<file path="src/rtl/sw_io_pkg.sv">
// Shared constants and types for the memory-mapped switch input peripheral.
// Holds register offsets, default debounce timing and the read-select decode.
package sw_io_pkg;

  localparam int SW_W            = 16;
  localparam logic [31:0] OFFS_SW_VAL = 32'h0000_0000;
  localparam logic [31:0] OFFS_SW_CHG = 32'h0000_0004;
  localparam int DEF_TICK_DIV    = 100000;
  localparam int DEF_DEB_SAMPLES = 4;

  typedef enum logic {
    SEL_VAL = 1'b0,
    SEL_CHG = 1'b1
  } rd_sel_e;

  // Only address bit 2 distinguishes the two registers; upstream decodes the range.
  function automatic rd_sel_e decode_sel(input logic addr_bit2);
    return (addr_bit2 == OFFS_SW_CHG[2]) ? SEL_CHG : SEL_VAL;
  endfunction

endpackage

</file>
<file path="src/rtl/sw_debounce_lane.sv">
// One switch bit: two-flop synchronizer, tick-driven sample shift register
// and debounced stable bit with a one-cycle change pulse.
module sw_debounce_lane
  import sw_io_pkg::*;
#(
  parameter int DEB_SAMPLES = DEF_DEB_SAMPLES
) (
  input  logic clk,
  input  logic rst_n,
  input  logic pin,
  input  logic tick,
  input  logic eval,
  output logic stable,
  output logic chg_set
);

  logic                   sync1;
  logic                   sync2;
  logic [DEB_SAMPLES-1:0] samples;
  logic                   all_one;
  logic                   all_zero;

  always_ff @(posedge clk or negedge rst_n) begin
    if (!rst_n) begin
      sync1 <= 1'b0;
      sync2 <= 1'b0;
    end else begin
      sync1 <= pin;
      sync2 <= sync1;
    end
  end

  always_ff @(posedge clk or negedge rst_n) begin
    if (!rst_n) begin
      samples <= '0;
    end else if (tick) begin
      samples <= {samples[DEB_SAMPLES-2:0], sync2};
    end
  end

  assign all_one  = &samples;
  assign all_zero = ~|samples;

  // eval is the cycle after a shift, so the window is judged once per tick.
  assign chg_set = eval & ((all_one & ~stable) | (all_zero & stable));

  always_ff @(posedge clk or negedge rst_n) begin
    if (!rst_n) begin
      stable <= 1'b0;
    end else if (chg_set) begin
      stable <= ~stable;
    end
  end

endmodule

</file>
<file path="src/rtl/switch_input_ctrl.sv">
// Switch peripheral: debounced switch value and sticky clear-on-read change flags.
// Optional `SW_IRQ_EN adds a registered change-pending indicator on sw_irq.
module switch_input_ctrl
  import sw_io_pkg::*;
#(
  parameter int NUM_SW      = SW_W,
  parameter int TICK_DIV    = DEF_TICK_DIV,
  parameter int DEB_SAMPLES = DEF_DEB_SAMPLES
) (
  input  logic             clk,
  input  logic             rst_n,
  input  logic [SW_W-1:0]  sw_in,
  input  logic             SwitchCtrl,
  input  logic             ioRead,
  input  logic [31:0]      addr_in,
  output logic [SW_W-1:0]  io_rdata,
  output logic             sw_irq
);

  localparam int CW = $clog2(TICK_DIV);

  logic [CW-1:0]   presc;
  logic            tick;
  logic            tick_d;
  logic [SW_W-1:0] stable;
  logic [SW_W-1:0] chg_set;
  logic [SW_W-1:0] chg;
  logic            rd;
  rd_sel_e         sel;
  logic            flag_clr;
  logic            unused_addr;

  assign tick = (presc == CW'(TICK_DIV - 1));

  always_ff @(posedge clk or negedge rst_n) begin
    if (!rst_n) begin
      presc  <= '0;
      tick_d <= 1'b0;
    end else begin
      presc  <= tick ? '0 : presc + CW'(1);
      tick_d <= tick;
    end
  end

  for (genvar i = 0; i < NUM_SW; i++) begin : g_lane
    sw_debounce_lane #(
      .DEB_SAMPLES(DEB_SAMPLES)
    ) u_lane (
      .clk    (clk),
      .rst_n  (rst_n),
      .pin    (sw_in[i]),
      .tick   (tick),
      .eval   (tick_d),
      .stable (stable[i]),
      .chg_set(chg_set[i])
    );
  end

  assign rd          = SwitchCtrl & ioRead;
  assign sel         = decode_sel(addr_in[2]);
  assign flag_clr    = rd & (sel == SEL_CHG);
  assign unused_addr = ^{addr_in[31:3], addr_in[1:0]};

  // A change landing in the clearing cycle survives the clear.
  always_ff @(posedge clk or negedge rst_n) begin
    if (!rst_n) begin
      chg <= '0;
    end else if (flag_clr) begin
      chg <= chg_set;
    end else begin
      chg <= chg | chg_set;
    end
  end

  always_comb begin
    io_rdata = '0;
    if (rd) begin
      case (sel)
        SEL_CHG: io_rdata = chg;
        default: io_rdata = stable;
      endcase
    end
  end

`ifdef SW_IRQ_EN
  always_ff @(posedge clk or negedge rst_n) begin
    if (!rst_n) begin
      sw_irq <= 1'b0;
    end else begin
      sw_irq <= |chg;
    end
  end
`else
  assign sw_irq = 1'b0;
`endif

endmodule
</file>
<file path="config.mk">
export PLATFORM = sky130hd
export DESIGN_NAME = switch_input_ctrl
export DESIGN_NICKNAME = d
export VERILOG_FILES = /design/src/rtl/sw_io_pkg.sv /design/src/rtl/sw_debounce_lane.sv /design/src/rtl/switch_input_ctrl.sv
export SDC_FILE = /design/constraint.sdc
export NUM_CORES = 1
export LEC_CHECK = 0
export ABC_AREA = 1
export ABC_CLOCK_PERIOD_IN_PS = 2200
export CAP_MARGIN = 20
export CORE_MARGIN = 1
export CORE_UTILIZATION = 60
export CTS_BUF_LIST = sky130_fd_sc_hd__clkbuf_2 sky130_fd_sc_hd__clkbuf_4 sky130_fd_sc_hd__clkbuf_8
export CTS_CLUSTER_DIAMETER = 60
export DETAILED_ROUTE_END_ITERATION = 12
export PLACE_DENSITY = 0.88
export SETUP_SLACK_MARGIN = 0.4
export SLEW_MARGIN = 10
export SYNTH_ARGS = -nofsm -noshare
export SYNTH_HDL_FRONTEND = slang
export SYNTH_SLANG_ARGS = --single-unit
</file>
<file path="constraint.sdc">
create_clock -name clk -period 2.2 [get_ports clk]
set_input_delay 0.22 -clock clk [delete_from_list [all_inputs] [get_ports clk]]
set_output_delay 0.22 -clock clk [all_outputs]
set_load 0.02 [all_outputs]
</file>
==> flow_summary.ini <==
[run_status]
status = complete, no violations

[power_and_ir_drop]
p_leak_nw = 3.55
finalPower_w = 0.00533
p_per_area_nw_per_um2 = 733
ir_drop_uv = 651

[critical_path]
crit_buf_inv = 3
startpoint_type = input pin
ff2ff_path_depth = 8
critPathLaunch = SwitchCtrl
cp_slowest_cell = clkdlybuf4s50_1
r2r_end = g_lane[3].u_lane.samples[3]
criticalPathCategory = in -> out
crit_arrival_ns = 1.56
regToRegStartpoint = presc[0]
endpoint_kind = primary output
critPathCapture = io_rdata[14]
cp_num_cells = 5
rrSetupSlack_ns = 0.54
critPathTopFamily = buffers and inverters
cp_max_fo = 17
crit_path_cell_trace = clkdlybuf4s50_1, nand2_1, buf_12, a211oi_2, dlygate4sd2_1
cp_data_required_time_ns = 1.98
slowest_delay_ns = 0.46

[grt]
antenna_found_initial = 0
grt_remaining_overflow = 0
grt_max_degree = 56
grt_pass1_vias = 4988
grt_pass1_wl_um = 22300
grt_use_total_pct = 26.1

[floorplan]
die_area_um2 = 10700
coreArea_um2 = 9910
die_height_um = 104
pin_count = 69
start_util_pct = 62.6
die_x_um = 104
fp-row-count = 36

[finish]
syn2layout_area_growth_pct = 17.2
final_core_util_pct = 73.3
regArea_um2 = 3650
fillers = 706
nets = 813
antenna_cells = 0
multiInputGateArea_um2 = 2140
drive_gt1_share_pct = 8.93
most-common-layout-cells = 203 x nand2_1, 146 x dfrtp_1, 102 x nand3_1
final_common_cell = nand2_1

[sta]
min_period_ns = 1.78
finClkSkew_ns = 0.0105
fmax_mhz = 563
slew_violations = 0
final-hold-violation-count = 0
tns_ns = 0
rsz0062_at_grt = false
finalCritPeriodShare_pct = 80.7
setup_viol = 0

[worst_hold_path]
worstHoldPathType = in -> reg

[synth]
yosys_register_bits = 146
syn_nets = 772
yosysWarnings = 0
ys_seq_area_share_pct = 58.9
syn_area_um2 = 6200
avgSynthCellArea_um2 = 8.63
syn_inst = 719
synth.distinct_cells = 21

[placed_design]
gp_congestion = 0.883
hpwl_um = 8120
io_buffers = 36

[drt]
drc_errors = 0
vias = 5035
vias_per_cell = 5.56
wl_um = 13300
wl_per_cell_um = 14.6
drtAntennaViolNets = 0
drt_iter0_markers = 382
dr.pass1.iters = 6

[clock_tree]
cts-buffers-inserted = 17
cts_tree = built
clk-insertion-delay-late_ns = 0.44
post_cts_buffers = 0
path_clk_slew_ns = 0.07
clock-sinks = 146
htreeDepth = 4
clock_path_buffers = 2
cts_root_buf = clkbuf_8

[job]
max-cap-violations = 0
[state kept, by name (all words and copies together) (netlist names)]
name and count:
chg 16, presc 17, tick_d 1, g_lane.u_lane.samples 64, g_lane.u_lane.sync2 16, g_lane.u_lane.stable 16, g_lane.u_lane.sync1 16
[cells in the mapped netlist]
library cell	n	share of area [%]
buf_2	8	0.65
inv_1	70	4.2
nor3_1	2	0.16
dfrtp_1	146	59
nand4_1	5	0.50
nor2_1	79	4.8
clkbuf_1	10	0.61
ha_1	1	0.20
conb_1	1	0.060
inv_2	1	0.060
o21ai_0	53	4.3
xnor2_1	1	0.14
xor2_1	7	0.99
a211oi_1	16	1.9
buf_6	6	1.1
buf_1	1	0.060
nor2_4	1	0.18
nand2_1	204	12
nand3_1	102	8.2
nor2_2	1	0.10
buf_4	4	0.48
[routing by layer]
| metal | track usage (%) | share of wire, % | vias to the layer above |
|---|---|---|---|
| met1 | 32.2 | 41 | 2441 |
| met4 | 11.5 | 1.4 | 0 |
| met2 | 43.6 | 51 | 205 |
| met3 | 6.92 | 6.7 | 25 |
| li1 | - | - | 2364 |
| met5 | 0 | 0 | - |
[per-stage QoR]
step	cell area, um2	instances	setup slack, ns	hold WS, ns
finish	7270	906	0.424	0.211
global route	7270	906	0.394	0.195
CTS	7200	905	0.291	0.192
detailed placement	6720	872	0.0129	0.172
global placement	6720	872	0.0406	0.166
floorplan	6200	719	0.717	-0.0756
[how the worst min path moves through the flow]
stage / startpoint / endpoint / slack (ns) / cells past startpoint
6_report: sw_in[9] / g_lane[9].u_lane.sync1 / 0.21 / 1
5_1_grt: sw_in[5] / g_lane[5].u_lane.sync1 / 0.20 / 1
4_1_cts: sw_in[9] / g_lane[9].u_lane.sync1 / 0.19 / 1
3_5_place_dp: rst_n / presc[12] / 0.17 / 1
3_3_place_gp: rst_n / presc[12] / 0.17 / 1
2_1_floorplan: rst_n / chg[0] / -0.08 / 0
[cells by family after synthesis]
family | synth area share, %
other cells | 0.0605
compound gates | 6.21
simple gates | 26.3
flops | 58.9
xor+xnor | 1.13
buf+inv | 7.18
fa+ha+maj | 0.202
[timing repair]
item	in CTS	in global routing
hold buffers	1	0
resized for setup	53	12
cloned	0	1
endpoints found under the setup margin	16	53
endpoints found under the hold margin	42	0
[cell type report]
type	instances	area share (%)
sequential	146	50.3
multi-input combinational	473	29.4
timing repair buffer	51	7.85
clock buffer	23	4.01
inverter	71	3.72
clock inverter	9	2.43
tap	133	2.29
[power by group]
group | internal, W | switching [W] | total [W]
Clock | 0.00146 | 0.000968 | 0.00243
Sequential | 0.00271 | 0.00000865 | 0.00272
Combinational | 0.0000691 | 0.000108 | 0.000177
Power figures use the tool's default switching activity.
